===== src/rtl/uart_pkg.sv =====
// Shared UART definitions: transmitter state encoding, frame constants and the
// baud-rate divisor rule used by both the transmit and receive paths.
package uart_pkg;

   localparam int DataBits = 8;

   typedef enum logic [1:0] {
      IDLE,
      START,
      DATA,
      STOP
   } tx_state_e;

   // Clock cycles per serial bit, rounded to the nearest integer.
   function automatic int clks_per_bit(input int clk_hz, input int baud);
      return (clk_hz + baud / 2) / baud;
   endfunction

endpackage


===== src/rtl/uart_bit_timer.sv =====
// Bit-period timer: free-running cycle counter that restarts on clear and
// pulses bit_done_o for one cycle at the last cycle of every bit period.
module uart_bit_timer #(
   parameter int ClksPerBit = 434
) (
   input  logic clk_i,
   input  logic rst_i,
   input  logic clear_i,
   output logic bit_done_o
);

   localparam int CntW = (ClksPerBit > 1) ? $clog2(ClksPerBit) : 1;
   localparam logic [CntW-1:0] LastCnt = CntW'(ClksPerBit - 1);

   logic [CntW-1:0] cnt_q, cnt_d;

   always_comb begin
      bit_done_o = (cnt_q == LastCnt);
      cnt_d      = cnt_q + CntW'(1);
      if (clear_i || bit_done_o) begin
         cnt_d = '0;
      end
   end

   always_ff @(posedge clk_i) begin
      if (rst_i) begin
         cnt_q <= '0;
      end else begin
         cnt_q <= cnt_d;
      end
   end

endmodule


===== src/rtl/uart_tx.sv =====
// 8N1 UART transmitter: accepts one byte per valid/ready handshake and shifts
// it out LSB first between a low start bit and a high stop bit.
module uart_tx
   import uart_pkg::*;
#(
   parameter int ClkFreqHz = 50_000_000,
   parameter int BaudRate  = 115200
) (
   input  logic       clk_i,
   input  logic       rst_i,
   input  logic [7:0] data_i,
   input  logic       valid_i,
   output logic       ready_o,
   output logic       tx_o,
   output logic       busy_o
);

   localparam int ClksPerBit = clks_per_bit(ClkFreqHz, BaudRate);
   localparam logic [2:0] LastBit = 3'(DataBits - 1);

   if (ClksPerBit < 2) begin : g_bad_cfg
      $fatal(1, "uart_tx: ClksPerBit must be at least 2");
   end

   tx_state_e  state_q, state_d;
   logic [7:0] shift_q, shift_d;
   logic [2:0] bit_idx_q, bit_idx_d;
   logic       tx_q, tx_d;
   logic       accept;
   logic       bit_done;

   uart_bit_timer #(
      .ClksPerBit(ClksPerBit)
   ) u_bit_timer (
      .clk_i     (clk_i),
      .rst_i     (rst_i),
      .clear_i   (accept),
      .bit_done_o(bit_done)
   );

   // A held valid_i is also taken on the last stop-bit cycle, so back-to-back
   // frames follow with no idle gap while ready_o still reflects only IDLE.
   always_comb begin
      ready_o   = (state_q == IDLE) && !rst_i;
      accept    = valid_i && !rst_i &&
                  ((state_q == IDLE) || ((state_q == STOP) && bit_done));
      state_d   = state_q;
      shift_d   = shift_q;
      bit_idx_d = bit_idx_q;
      tx_d      = tx_q;

      case (state_q)
         IDLE: begin
            tx_d = 1'b1;
         end
         START: begin
            if (bit_done) begin
               state_d   = DATA;
               bit_idx_d = '0;
               tx_d      = shift_q[0];
            end
         end
         DATA: begin
            if (bit_done) begin
               if (bit_idx_q == LastBit) begin
                  state_d = STOP;
                  tx_d    = 1'b1;
               end else begin
                  bit_idx_d = bit_idx_q + 3'd1;
                  shift_d   = shift_q >> 1;
                  tx_d      = shift_q[1];
               end
            end
         end
         STOP: begin
            if (bit_done) begin
               state_d = IDLE;
               tx_d    = 1'b1;
            end
         end
         default: begin
            state_d = IDLE;
            tx_d    = 1'b1;
         end
      endcase

      if (accept) begin
         state_d   = START;
         shift_d   = data_i;
         bit_idx_d = '0;
         tx_d      = 1'b0;
      end
   end

   always_ff @(posedge clk_i) begin
      if (rst_i) begin
         state_q   <= IDLE;
         shift_q   <= '0;
         bit_idx_q <= '0;
         tx_q      <= 1'b1;
      end else begin
         state_q   <= state_d;
         shift_q   <= shift_d;
         bit_idx_q <= bit_idx_d;
         tx_q      <= tx_d;
      end
   end

   assign tx_o   = tx_q;
   assign busy_o = (state_q != IDLE);

endmodule

===== config.mk =====
export PLATFORM = sky130hd
export DESIGN_NAME = uart_tx
export DESIGN_NICKNAME = d
export VERILOG_FILES = /design/src/rtl/uart_pkg.sv /design/src/rtl/uart_bit_timer.sv /design/src/rtl/uart_tx.sv
export SDC_FILE = /design/constraint.sdc
export NUM_CORES = 1
export LEC_CHECK = 0
export BUFFER_PORTS_ARGS = -buffer_cell sky130_fd_sc_hd__buf_4
export CAP_MARGIN = 20
export CELL_PAD_IN_SITES_DETAIL_PLACEMENT = 1
export CELL_PAD_IN_SITES_GLOBAL_PLACEMENT = 1
export CORE_MARGIN = 2
export CORE_UTILIZATION = 40
export CTS_CLUSTER_SIZE = 12
export DETAILED_ROUTE_END_ITERATION = 10
export PLACE_DENSITY_LB_ADDON = 0.3
export SETUP_SLACK_MARGIN = 0.4
export SYNTH_ARGS = -nofsm -noshare
export SYNTH_HDL_FRONTEND = slang
export SYNTH_SLANG_ARGS = --single-unit

===== constraint.sdc =====
create_clock -name clk_i -period 3.7 [get_ports clk_i]
set_clock_uncertainty 0.05 [all_clocks]
set_input_delay 0.74 -clock clk_i [delete_from_list [all_inputs] [get_ports clk_i]]
set_output_delay 0.74 -clock clk_i [all_outputs]
set_load 0.005 [all_outputs]

==> flow_summary.yaml, run 1 <==
status:
  result_of_the_run: "finished, final reports clean"
logic_synthesis:
  instance_count_of_the_mapped_netlist: 141
  synth_unique_cells: 37
  yosys_most_used_dff: "sky130_fd_sc_hd__dfxtp_1"
  async_reset_ff_share_pct: 0
  synthesized_nets: 161
  synth_seq_cells: 23
  yosys-top-cells-count: "sky130_fd_sc_hd__dfxtp_1, sky130_fd_sc_hd__nor2_1, sky130_fd_sc_hd__inv_1"
  yosys.cell_count.top_type: "sky130_fd_sc_hd__dfxtp_1"
  mappedNetlistArea_mm2: 0.001257
  largest_area_contributor_in_the_synthesized_netlist: "sky130_fd_sc_hd__dfxtp_1"
  postSynthAreaPerCell_um2: 8.918
  synth.yosys.warnings: 0
  post_synth_main_area_contributors: "sky130_fd_sc_hd__dfxtp_1, sky130_fd_sc_hd__ha_1, sky130_fd_sc_hd__a211oi_2"
  yosys.area.top_type_share_pct: 36.62
  synth_enable_flop_cells: 0
  part_of_the_yosys_area_used_for_sequential_elements_pct: 36.62
sta:
  highest_clock_rate_ghz: 0.4250
  hold_ws_ns: 0.4505
  timing.final.max_slew_violations: 0
  rsz0062_at_grt: "no"
  worstMarginPinSlew_ns: 0.9694
  slew_headroom_pct: 35.17
  layout_worst_path_cycle_share_pct: 63.59
  timing.setup.tns_ns: 0
  timing.final.setup_violations: 0
  hold_violations: 0
  period_needed_ns: 2.353
cts:
  max-clock-path-buffers: 2
  number_of_clock_buffers_inserted_by_tritoncts: 3
  clkTransAtPathRegs_ns: 0.13
  clock_insertion_delay_at_the_later_pin_of_the_skew_report_ns: 0.30
  root_buffer: "sky130_fd_sc_hd__clkbuf_4"
  post_cts.repair.setup_buffers: 0
  hold_buffers: 0
  htreeDepth: 1
  tritoncts: "built"
  numClockSinks: 23
  post_cts.resized_instances: 0
power_and_ir_drop:
  vdd.ir_drop.worst_uv: 159.8
  internal_power_uw: 334.5
  total_leakage_power_nw: 0.5089
  totalPowerFinal_uw: 449.0
  seq_power_share_pct: 59.7
  power.density_mw_per_mm2: 314.8
  power.share.combinational_pct: 15.0
  clock_power_share_pct: 25.2
  p_sw_share_pct: 25.50
  net-switching-power_uw: 114.5
drt:
  wl_per_cell_um: 13.29
  first_pass_iteration_count_of_the_detailed_router: 4
  detailroute.via_count: 1032
  drc: 0
  dr.first_iter.drc_count: 32
  ant_nets: 0
  detail_route.wirelength_mm: 2.631
  drt-vias-per-instance: 5.212
layout:
  nFillCells: 368
  area_of_the_multi_input_gates_um2: 742.0
  finish.net_count: 175
  area.growth.synth_to_final_pct: 13.43
  share_of_cells_above_drive_strength_1_pct: 17.53
  fin_cells: 198
  seq_area_um2: 460.4
  num_antenna_cells: 0
  final_core_utilization_pct: 47.11
setup_path:
  crit_path_class: "reg -> reg"
  worst_ep_arrival_time_ns: 2.54
  reg2reg_to: "shift_q[7]"
  critical_path_required_ns: 3.89
  reg2reg_from: "u_bit_timer.cnt_q[2]"
  setup.reg_to_reg.worst_slack_ns: 1.35
  worst_setup_path_start_kind: "flop"
  timing.critical_path.to_type: "flop"
  rr_worst_depth: 4
  crit_path_max_fanout: 18
die:
  core-area_mm2: 0.003028
  floorplan.rows: 20
  ios: 14
  die_h_um: 60.07
  dieArea_mm2: 0.003608
  floorplan.initialDensity_pct: 41.53
  die_width_um: 60.07
grt:
  largest_net_degree_at_the_start_of_global_routing: 19
  total_congestion_overflow: 0
  grt_antenna_before_repair: 0
  gr-usage-all-layers_pct: 15.70
  grt_first_pass_wirelength_mm: 4.305
  grt_pass1_vias: 977
worst_hold_path:
  hp-start: "u_bit_timer.cnt_q[0]"
  worst_hold_path_type: "reg -> reg"
  whs_endpoint: "u_bit_timer.cnt_q[0]"
  worst_hold_path.num_cells: 1
placed_design:
  finalWeightedCongestion: 0.8180
  numPlacedInstances: 194
  io_buffer_count: 13
  detailedPlacementHpwl_mm: 2.028
run:
  timing.max_cap.violations: 0
## routing by layer
| layer | routed length [um] | global-route usage [%] |
|---|---|---|
| met5 | 0 | 0 |
| met4 | 36 | 4.127 |
| met3 | 59 | 3.030 |
| met2 | 1238 | 26.40 |
| met1 | 1296 | 20.45 |
## registers in the layout, indices dropped and copies added (netlist names)
register and count:
bit_idx_q 3, state_q 2, shift_q 8, u_bit_timer.cnt_q 9
tx_o 1
## final cells by class
cell class / count / area share (%)
Sequential cell: 23 / 32.28
Timing Repair Buffer: 13 / 6.842
Inverter: 12 / 3.158
Tap cell: 44 / 3.860
Clock buffer: 4 / 1.842
Multi-Input combinational cell: 102 / 52.02
## power by group through the flow
| stage | combinational, mW | sequential, mW | clock, mW |
|---|---|---|---|
| after floorplan | 0.0435 | 0.272 | 0 |
| after global placement | 0.0669 | 0.273 | 0 |
| after detailed placement | 0.0685 | 0.274 | 0 |
| after CTS | 0.0687 | 0.268 | 0.120 |
| after global routing | 0.0761 | 0.270 | 0.134 |
| final | 0.0675 | 0.268 | 0.113 |
## through the flow
stage / cell area (um^2) / worst slack [ns]
after global placement: 1400 / 1.334
after global routing: 1426 / 1.133
after CTS: 1426 / 1.330
after detailed placement: 1400 / 1.252
after floorplan: 1257 / 1.590
final: 1426 / 1.347
## cells in the final DEF, fill, tap and decap left out
master	netlist	routed
sky130_fd_sc_hd__nand2_1	8	8
sky130_fd_sc_hd__and3b_1	2	2
sky130_fd_sc_hd__nor2_1	22	22
sky130_fd_sc_hd__ha_1	9	9
sky130_fd_sc_hd__a31o_2	1	1
sky130_fd_sc_hd__a31oi_1	3	2
sky130_fd_sc_hd__nand3_1	4	4
sky130_fd_sc_hd__or2_2	1	1
sky130_fd_sc_hd__xnor2_1	6	6
sky130_fd_sc_hd__nor4_4	1	1
sky130_fd_sc_hd__o21a_1	1	1
sky130_fd_sc_hd__a211oi_1	1	1
sky130_fd_sc_hd__o21ai_1	1	1
sky130_fd_sc_hd__xor2_1	1	1
sky130_fd_sc_hd__clkbuf_1	2	1
sky130_fd_sc_hd__or2_0	1	1
sky130_fd_sc_hd__dfxtp_1	23	23
sky130_fd_sc_hd__a211oi_2	7	7
sky130_fd_sc_hd__a2111oi_0	1	1
sky130_fd_sc_hd__or4b_1	1	1
sky130_fd_sc_hd__clkbuf_4	0	3
sky130_fd_sc_hd__o41ai_1	2	2
sky130_fd_sc_hd__inv_1	12	12
sky130_fd_sc_hd__buf_4	0	13
sky130_fd_sc_hd__nand4_1	2	2
sky130_fd_sc_hd__mux2i_1	7	7
sky130_fd_sc_hd__and2_1	1	1
sky130_fd_sc_hd__a31oi_2	0	1
sky130_fd_sc_hd__o21ai_0	5	5
sky130_fd_sc_hd__a21oi_1	5	5
sky130_fd_sc_hd__nand3b_1	1	1
sky130_fd_sc_hd__nor3_1	2	2
sky130_fd_sc_hd__o21bai_1	1	1
sky130_fd_sc_hd__mux2_1	1	1
sky130_fd_sc_hd__a21o_1	1	1
sky130_fd_sc_hd__nor4_1	1	1
sky130_fd_sc_hd__and4_1	1	1
sky130_fd_sc_hd__nor4b_1	1	1
## worst max path at each step
stage	endpoint	cells past startpoint	start
floorplan	shift_q[7]	5	valid_i
global placement	shift_q[5]	5	rst_i
detailed placement	shift_q[6]	5	rst_i
CTS	shift_q[7]	4	u_bit_timer.cnt_q[2]
global route	shift_q[7]	4	u_bit_timer.cnt_q[2]
finish	shift_q[7]	4	u_bit_timer.cnt_q[2]
## critical path: stages, from the launching register on
cell and delay [ns]:
sky130_fd_sc_hd__dfxtp_1 0.39, sky130_fd_sc_hd__nor4b_1 0.77, sky130_fd_sc_hd__a31oi_2 0.59, sky130_fd_sc_hd__or2_0 0.37, sky130_fd_sc_hd__a21oi_1 0.12
## cell families (layout without fill, tap and decap cells)
family                   after synthesis  count (layout)  synth area share (%)
buffers and inverters                 16              29                 4.875
adder cells (fa/ha/maj)                9               9                 8.955
XOR/XNOR                               7               7                 4.876
flip-flops                            23              23                 36.62
AO/OA/AOI/OAI                         29              29                 18.01
multiplexers                           8               8                 6.468
AND/OR/NAND/NOR                       49              49                 20.20
No activity file was read; power rests on OpenSTA's default activity.
==> run 2, diff against run 1 <==
- clock period: 3.7 -> 2.4 ns (I/O delays scaled with it)
==> run 2 against run 1 <==
  * Core utilization is 1.9 points higher
  * Sequential power is 54% higher
  * Clock power is 64% higher
  * Count of clock-buffer cells in the layout stayed put
  * Sequential share of layout area is 1.1 points lower
  * Critical path depth is 1 higher
  * Combinational power is 70% higher
  * Power is 59% higher
  * Highest routed layer unchanged
  * Via count is 2.1% higher
  * Worst hold slack worse by 0.032 ns
==> flow_summary.yaml, run 2 (synthesis gave the netlist of run 1 again) <==
status:
  result_of_the_run: "finished, final reports clean"
cts:
  root_buffer: "sky130_fd_sc_hd__clkbuf_4"
  htreeDepth: 1
  tritoncts: "built"
  max-clock-path-buffers: 2
  clock_insertion_delay_at_the_later_pin_of_the_skew_report_ns: 0.30
  numClockSinks: 23
  number_of_clock_buffers_inserted_by_tritoncts: 3
  clkTransAtPathRegs_ns: 0.13
drt:
  drc: 0
  wl_per_cell_um: 14.06
  detailroute.via_count: 1054
  dr.first_iter.drc_count: 50
  drt-vias-per-instance: 5.218
  first_pass_iteration_count_of_the_detailed_router: 4
  ant_nets: 0
  detail_route.wirelength_mm: 2.840
run:
  timing.max_cap.violations: 0
grt:
  total_congestion_overflow: 0
  grt_first_pass_wirelength_mm: 5.009
  grt_antenna_before_repair: 0
  gr-usage-all-layers_pct: 18.13
  largest_net_degree_at_the_start_of_global_routing: 16
  grt_pass1_vias: 1085
die:
  ios: 14
  core-area_mm2: 0.003028
  floorplan.rows: 20
  die_width_um: 60.07
  die_h_um: 60.07
  dieArea_mm2: 0.003608
  floorplan.initialDensity_pct: 41.53
layout:
  final_core_utilization_pct: 49.05
  flip_flop_count_of_the_largest_register_all_copies_and_words_added: 9
  nFillCells: 367
  largest_registers: "u_bit_timer.cnt_q (9), shift_q (8), bit_idx_q (3)"
  seq_area_um2: 462.9
  area_of_the_multi_input_gates_um2: 768.2
  num_antenna_cells: 0
  layout.cells.most_common_list: "sky130_fd_sc_hd__nor2_1, sky130_fd_sc_hd__dfxtp_1, sky130_fd_sc_hd__buf_4"
  fin_cells: 202
  layout_commonest_cell: "sky130_fd_sc_hd__nor2_1"
  share_of_cells_above_drive_strength_1_pct: 24.05
  finish.net_count: 179
  area.growth.synth_to_final_pct: 18.11
  max_flop_register: "u_bit_timer.cnt_q"
setup_path:
  crit_path_class: "reg -> reg"
  timing.critical_path.to_type: "flop"
  setup.reg_to_reg.worst_slack_ns: 0.51
  worst_ep_arrival_time_ns: 2.04
  worst_setup_path_start_kind: "flop"
  crit_path_max_fanout: 8
  critical_path_required_ns: 2.56
sta:
  worstMarginPinSlew_ns: 0.4115
  hold_violations: 0
  timing.setup.tns_ns: 0
  highest_clock_rate_ghz: 0.5294
  slew_headroom_pct: 72.51
  timing.final.setup_violations: 0
  layout_worst_path_cycle_share_pct: 78.71
  timing.final.max_slew_violations: 0
  setup_ws_ns: 0.5109
  period_needed_ns: 1.889
  rsz0062_at_grt: "no"
power_and_ir_drop:
  total_leakage_power_nw: 0.5313
  vdd.ir_drop.worst_uv: 339.8
  power.density_mw_per_mm2: 480.9
placed_design:
  dp_worst_setup_slack_ns: 0.3599
  io_buffer_count: 13
  finalWeightedCongestion: 0.7895
  detailedPlacementHpwl_mm: 2.185
  numPlacedInstances: 198
worst_hold_path:
  worst_hold_path_type: "in -> reg"
-- run 2: through the flow --
step	instance area [um^2]	hold slack, ns	total power, mW
floorplan	1266	0.3945	0.4861
global placement	1431	0.4138	0.5263
CTS	1459	0.4162	0.7162
detailed placement	1431	0.4393	0.5347
global route	1485	0.4072	0.7608
finish	1485	0.4186	0.7142
-- run 2: final timing paths --
| path | startpoint | end | cells past startpoint |
|---|---|---|---|
| max | u_bit_timer.cnt_q[2] | shift_q[5] | 5 |
| min | rst_i | shift_q[2] | 2 |
| max reg2reg | u_bit_timer.cnt_q[2] | shift_q[5] | 5 |
| min reg2reg | shift_q[7] | shift_q[7] | 2 |
-- run 2: critical path: stages (launching register included) --
cell and delay (ns):
sky130_fd_sc_hd__dfxtp_2 0.37, sky130_fd_sc_hd__or4b_4 0.60, sky130_fd_sc_hd__nor4_4 0.22, sky130_fd_sc_hd__buf_4 0.22
sky130_fd_sc_hd__mux2i_1 0.23, sky130_fd_sc_hd__a211oi_2 0.09
-- run 2: per-layer routing --
| layer | track usage, % | part of all wire, % |
|---|---|---|
| met1 | 24.60 | 46 |
| met2 | 29.04 | 51 |
| met3 | 4.113 | 2.9 |
| met4 | 4.444 | 0.67 |
| met5 | 0 | 0 |
-- run 2: area by class of cell --
type / instances / area share [%]
timing repair buffer: 17 / 8.593
multi-input combinational: 102 / 51.73
sequential: 23 / 31.17
clock buffer: 4 / 1.769
tap: 44 / 3.707
inverter: 12 / 3.033
-- run 2: power by group --
| part | switching [mW] | leakage, nW | internal, mW |
|---|---|---|---|
| logic | 0.0596 | 0.328 | 0.0557 |
| clock network | 0.120 | 0.0150 | 0.0647 |
| registers | 0.0136 | 0.188 | 0.400 |
| total | 0.193 | 0.531 | 0.521 |
-- run 2: timing repair --
action	in CTS	in global routing
hold buffers	0	0
setup buffers	0	0
resized for setup	1	7
pin swaps	0	0
setup endpoints to repair	1	10
==> run 3, diff against run 2 <==
- clock period: 2.4 -> 2 ns (I/O delays scaled with it)
==> run 3 against run 2 <==
  * Count of clock-buffer cells in the layout is the same
  * Sequential cell count is the same
  * Wire length grew 28%
  * Highest routed layer unchanged
==> flow_summary.yaml, run 3 (synthesis gave the netlist of run 1 again) <==
sta:
  slew_headroom_pct: 72.72
  highest_clock_rate_ghz: 0.5697
  period_needed_ns: 1.755
  worstMarginPinSlew_ns: 0.4084
  layout_worst_path_cycle_share_pct: 87.76
  rsz0062_at_grt: "yes"
  timing.final.max_slew_violations: 0
  timing.final.setup_violations: 0
  setup_ws_ns: 0.2448
  timing.setup.tns_ns: 0
  hold_violations: 0
layout:
  max_flop_register: "u_bit_timer.cnt_q"
  seq_area_um2: 480.5
  largest_registers: "u_bit_timer.cnt_q (9), shift_q (8), bit_idx_q (3)"
  nFillCells: 348
  layout.cells.most_common_list: "sky130_fd_sc_hd__buf_4, sky130_fd_sc_hd__nor2_1, sky130_fd_sc_hd__dfxtp_1"
  finish.net_count: 196
  flip_flop_count_of_the_largest_register_all_copies_and_words_added: 9
  area.growth.synth_to_final_pct: 44.58
  share_of_cells_above_drive_strength_1_pct: 46.29
  num_antenna_cells: 0
  area_of_the_multi_input_gates_um2: 929.6
  layout_commonest_cell: "sky130_fd_sc_hd__buf_4"
  finished_cell_area_mm2: 0.001818
  final_core_utilization_pct: 60.04
setup_path:
  crit_end: "bit_idx_q[0]"
  rr_worst_depth: 5
  reg2reg_to: "bit_idx_q[0]"
  worst_ep_arrival_time_ns: 1.95
  crit_path_class: "reg -> reg"
  longest_individual_stage_delay_on_the_worst_path_ns: 0.58
  critPathSlowestCell: "sky130_fd_sc_hd__or4b_4"
  timing.critical_path.to_type: "flop"
  setup.reg_to_reg.worst_slack_ns: 0.24
  worst_setup_path_start_kind: "flop"
  critical_path_required_ns: 2.19
  reg2reg_from: "u_bit_timer.cnt_q[6]"
  worstPathCellList: "or4b_4 > buf_4 > nor4_4 > o21ai_1 > a21oi_1"
  crit_start: "u_bit_timer.cnt_q[6]"
  crit_path_max_fanout: 3
placed_design:
  io_buffer_count: 13
  dp_worst_setup_slack_ns: 0.03619
  dpl-instance-area_mm2: 0.001476
  finalWeightedCongestion: 0.7872
  detailedPlacementHpwl_mm: 2.237
power_and_ir_drop:
  total_leakage_power_nw: 0.6558
  p_sw_share_pct: 28.20
  seq_power_share_pct: 54.6
  power.density_mw_per_mm2: 501.7
  clock_power_share_pct: 24.8
  totalPowerFinal_uw: 912.0
  internal_power_uw: 654.8
  vdd.ir_drop.worst_uv: 428.0
  net-switching-power_uw: 257.2
  power.share.combinational_pct: 20.6
grt:
  total_congestion_overflow: 0
  largest_net_degree_at_the_start_of_global_routing: 16
  gr-usage-met3_pct: 3.463
  grt_util_met2_pct: 34.32
  grt_first_pass_wirelength_mm: 5.106
  gr-usage-all-layers_pct: 18.88
  global_route.usage.met1_pct: 22.09
  grt_pass1_vias: 1150
  grt_antenna_before_repair: 0
  busiest_layer_in_global_routing: "met2"
die:
  floorplan.rows: 20
  dieArea_mm2: 0.003608
  ios: 14
  die_width_um: 60.07
  die_h_um: 60.07
  floorplan.initialDensity_pct: 41.53
  core-area_mm2: 0.003028
drt:
  drt-vias-per-instance: 5.251
  first_pass_iteration_count_of_the_detailed_router: 5
  drc: 0
  detailroute.via_count: 1150
  ant_nets: 0
  wl_per_cell_um: 16.55
  dr.first_iter.drc_count: 44
  detail_route.wirelength_mm: 3.624
cts:
  root_buffer: "sky130_fd_sc_hd__clkbuf_4"
  number_of_clock_buffers_inserted_by_tritoncts: 3
  numClockSinks: 23
  tritoncts: "built"
  max-clock-path-buffers: 2
  clkTransAtPathRegs_ns: 0.14
  clock_insertion_delay_at_the_later_pin_of_the_skew_report_ns: 0.32
  htreeDepth: 1
status:
  result_of_the_run: "finished, final reports clean"
worst_hold_path:
  worst_hold_path_type: "in -> reg"
run:
  timing.max_cap.violations: 0
[run 3: changes by cell type in the layout (fill, tap and decap cells not counted), moves of 3 or more]
cell / before / now
sky130_fd_sc_hd__dfxtp_1: 21 / 15
sky130_fd_sc_hd__inv_1: 12 / 7
sky130_fd_sc_hd__mux2i_2: 0 / 3
sky130_fd_sc_hd__buf_6: 0 / 5
sky130_fd_sc_hd__buf_4: 17 / 29
sky130_fd_sc_hd__mux2i_1: 7 / 4
sky130_fd_sc_hd__ha_1: 7 / 3
sky130_fd_sc_hd__ha_4: 0 / 5
sky130_fd_sc_hd__inv_4: 0 / 3
sky130_fd_sc_hd__dfxtp_4: 0 / 4
[run 3: stage by stage]
step,hold WS (ns),cells
finish,0.3184,219
global placement,0.4236,204
floorplan,0.3945,141
global route,0.3062,219
CTS,0.3119,211
detailed placement,0.4351,204
[run 3: layer usage]
metal  up-vias  share of wire, %
li1        562                 -
met1       567                42
met2        15                54
met3         6               1.6
met4         0               2.0
met5         -                 0
[run 3: area by class of cell]
class | count | area share (%)
Multi-Input combinational cell | 102 | 51.14
Sequential cell | 23 | 26.43
Timing Repair Buffer | 34 | 15.07
Tap cell | 44 | 3.028
Inverter | 12 | 2.891
Clock buffer | 4 | 1.445
[run 3: worst min-delay path by stage]
stage	startpoint	endpoint	slack [ns]	cells past startpoint
4_1_cts	rst_i	shift_q[0]	0.31	2
3_5_place_dp	shift_q[7]	shift_q[7]	0.44	2
5_1_grt	rst_i	shift_q[0]	0.31	2
2_1_floorplan	u_bit_timer.cnt_q[0]	u_bit_timer.cnt_q[0]	0.39	1
6_report	rst_i	shift_q[0]	0.32	2
3_3_place_gp	shift_q[7]	shift_q[7]	0.42	2
[run 3: worst max-delay path: cells and delay by family (launching register included)]
| kind | cells | cell delay, ns |
|---|---|---|
| buffers and inverters | 1 | 0.19 |
| flip-flops | 1 | 0.35 |
| AO/OA/AOI/OAI | 2 | 0.31 |
| AND/OR/NAND/NOR | 2 | 0.78 |
[run 3: what timing repair did]
item | in CTS | in global routing
buffers inserted | 3 | 8
setup endpoints to repair | 25 | 25
pin swaps | 3 | 11
hold buffers | 0 | 0
gates resized for setup | 24 | 34
[run 3: power by group through the flow]
stage	logic (mW)	clock network [mW]	registers (mW)
5_1_grt	0.203	0.256	0.502
3_3_place_gp	0.131	0	0.504
4_1_cts	0.147	0.229	0.494
3_5_place_dp	0.138	0	0.505
6_report	0.188	0.226	0.498
2_1_floorplan	0.0822	0	0.502
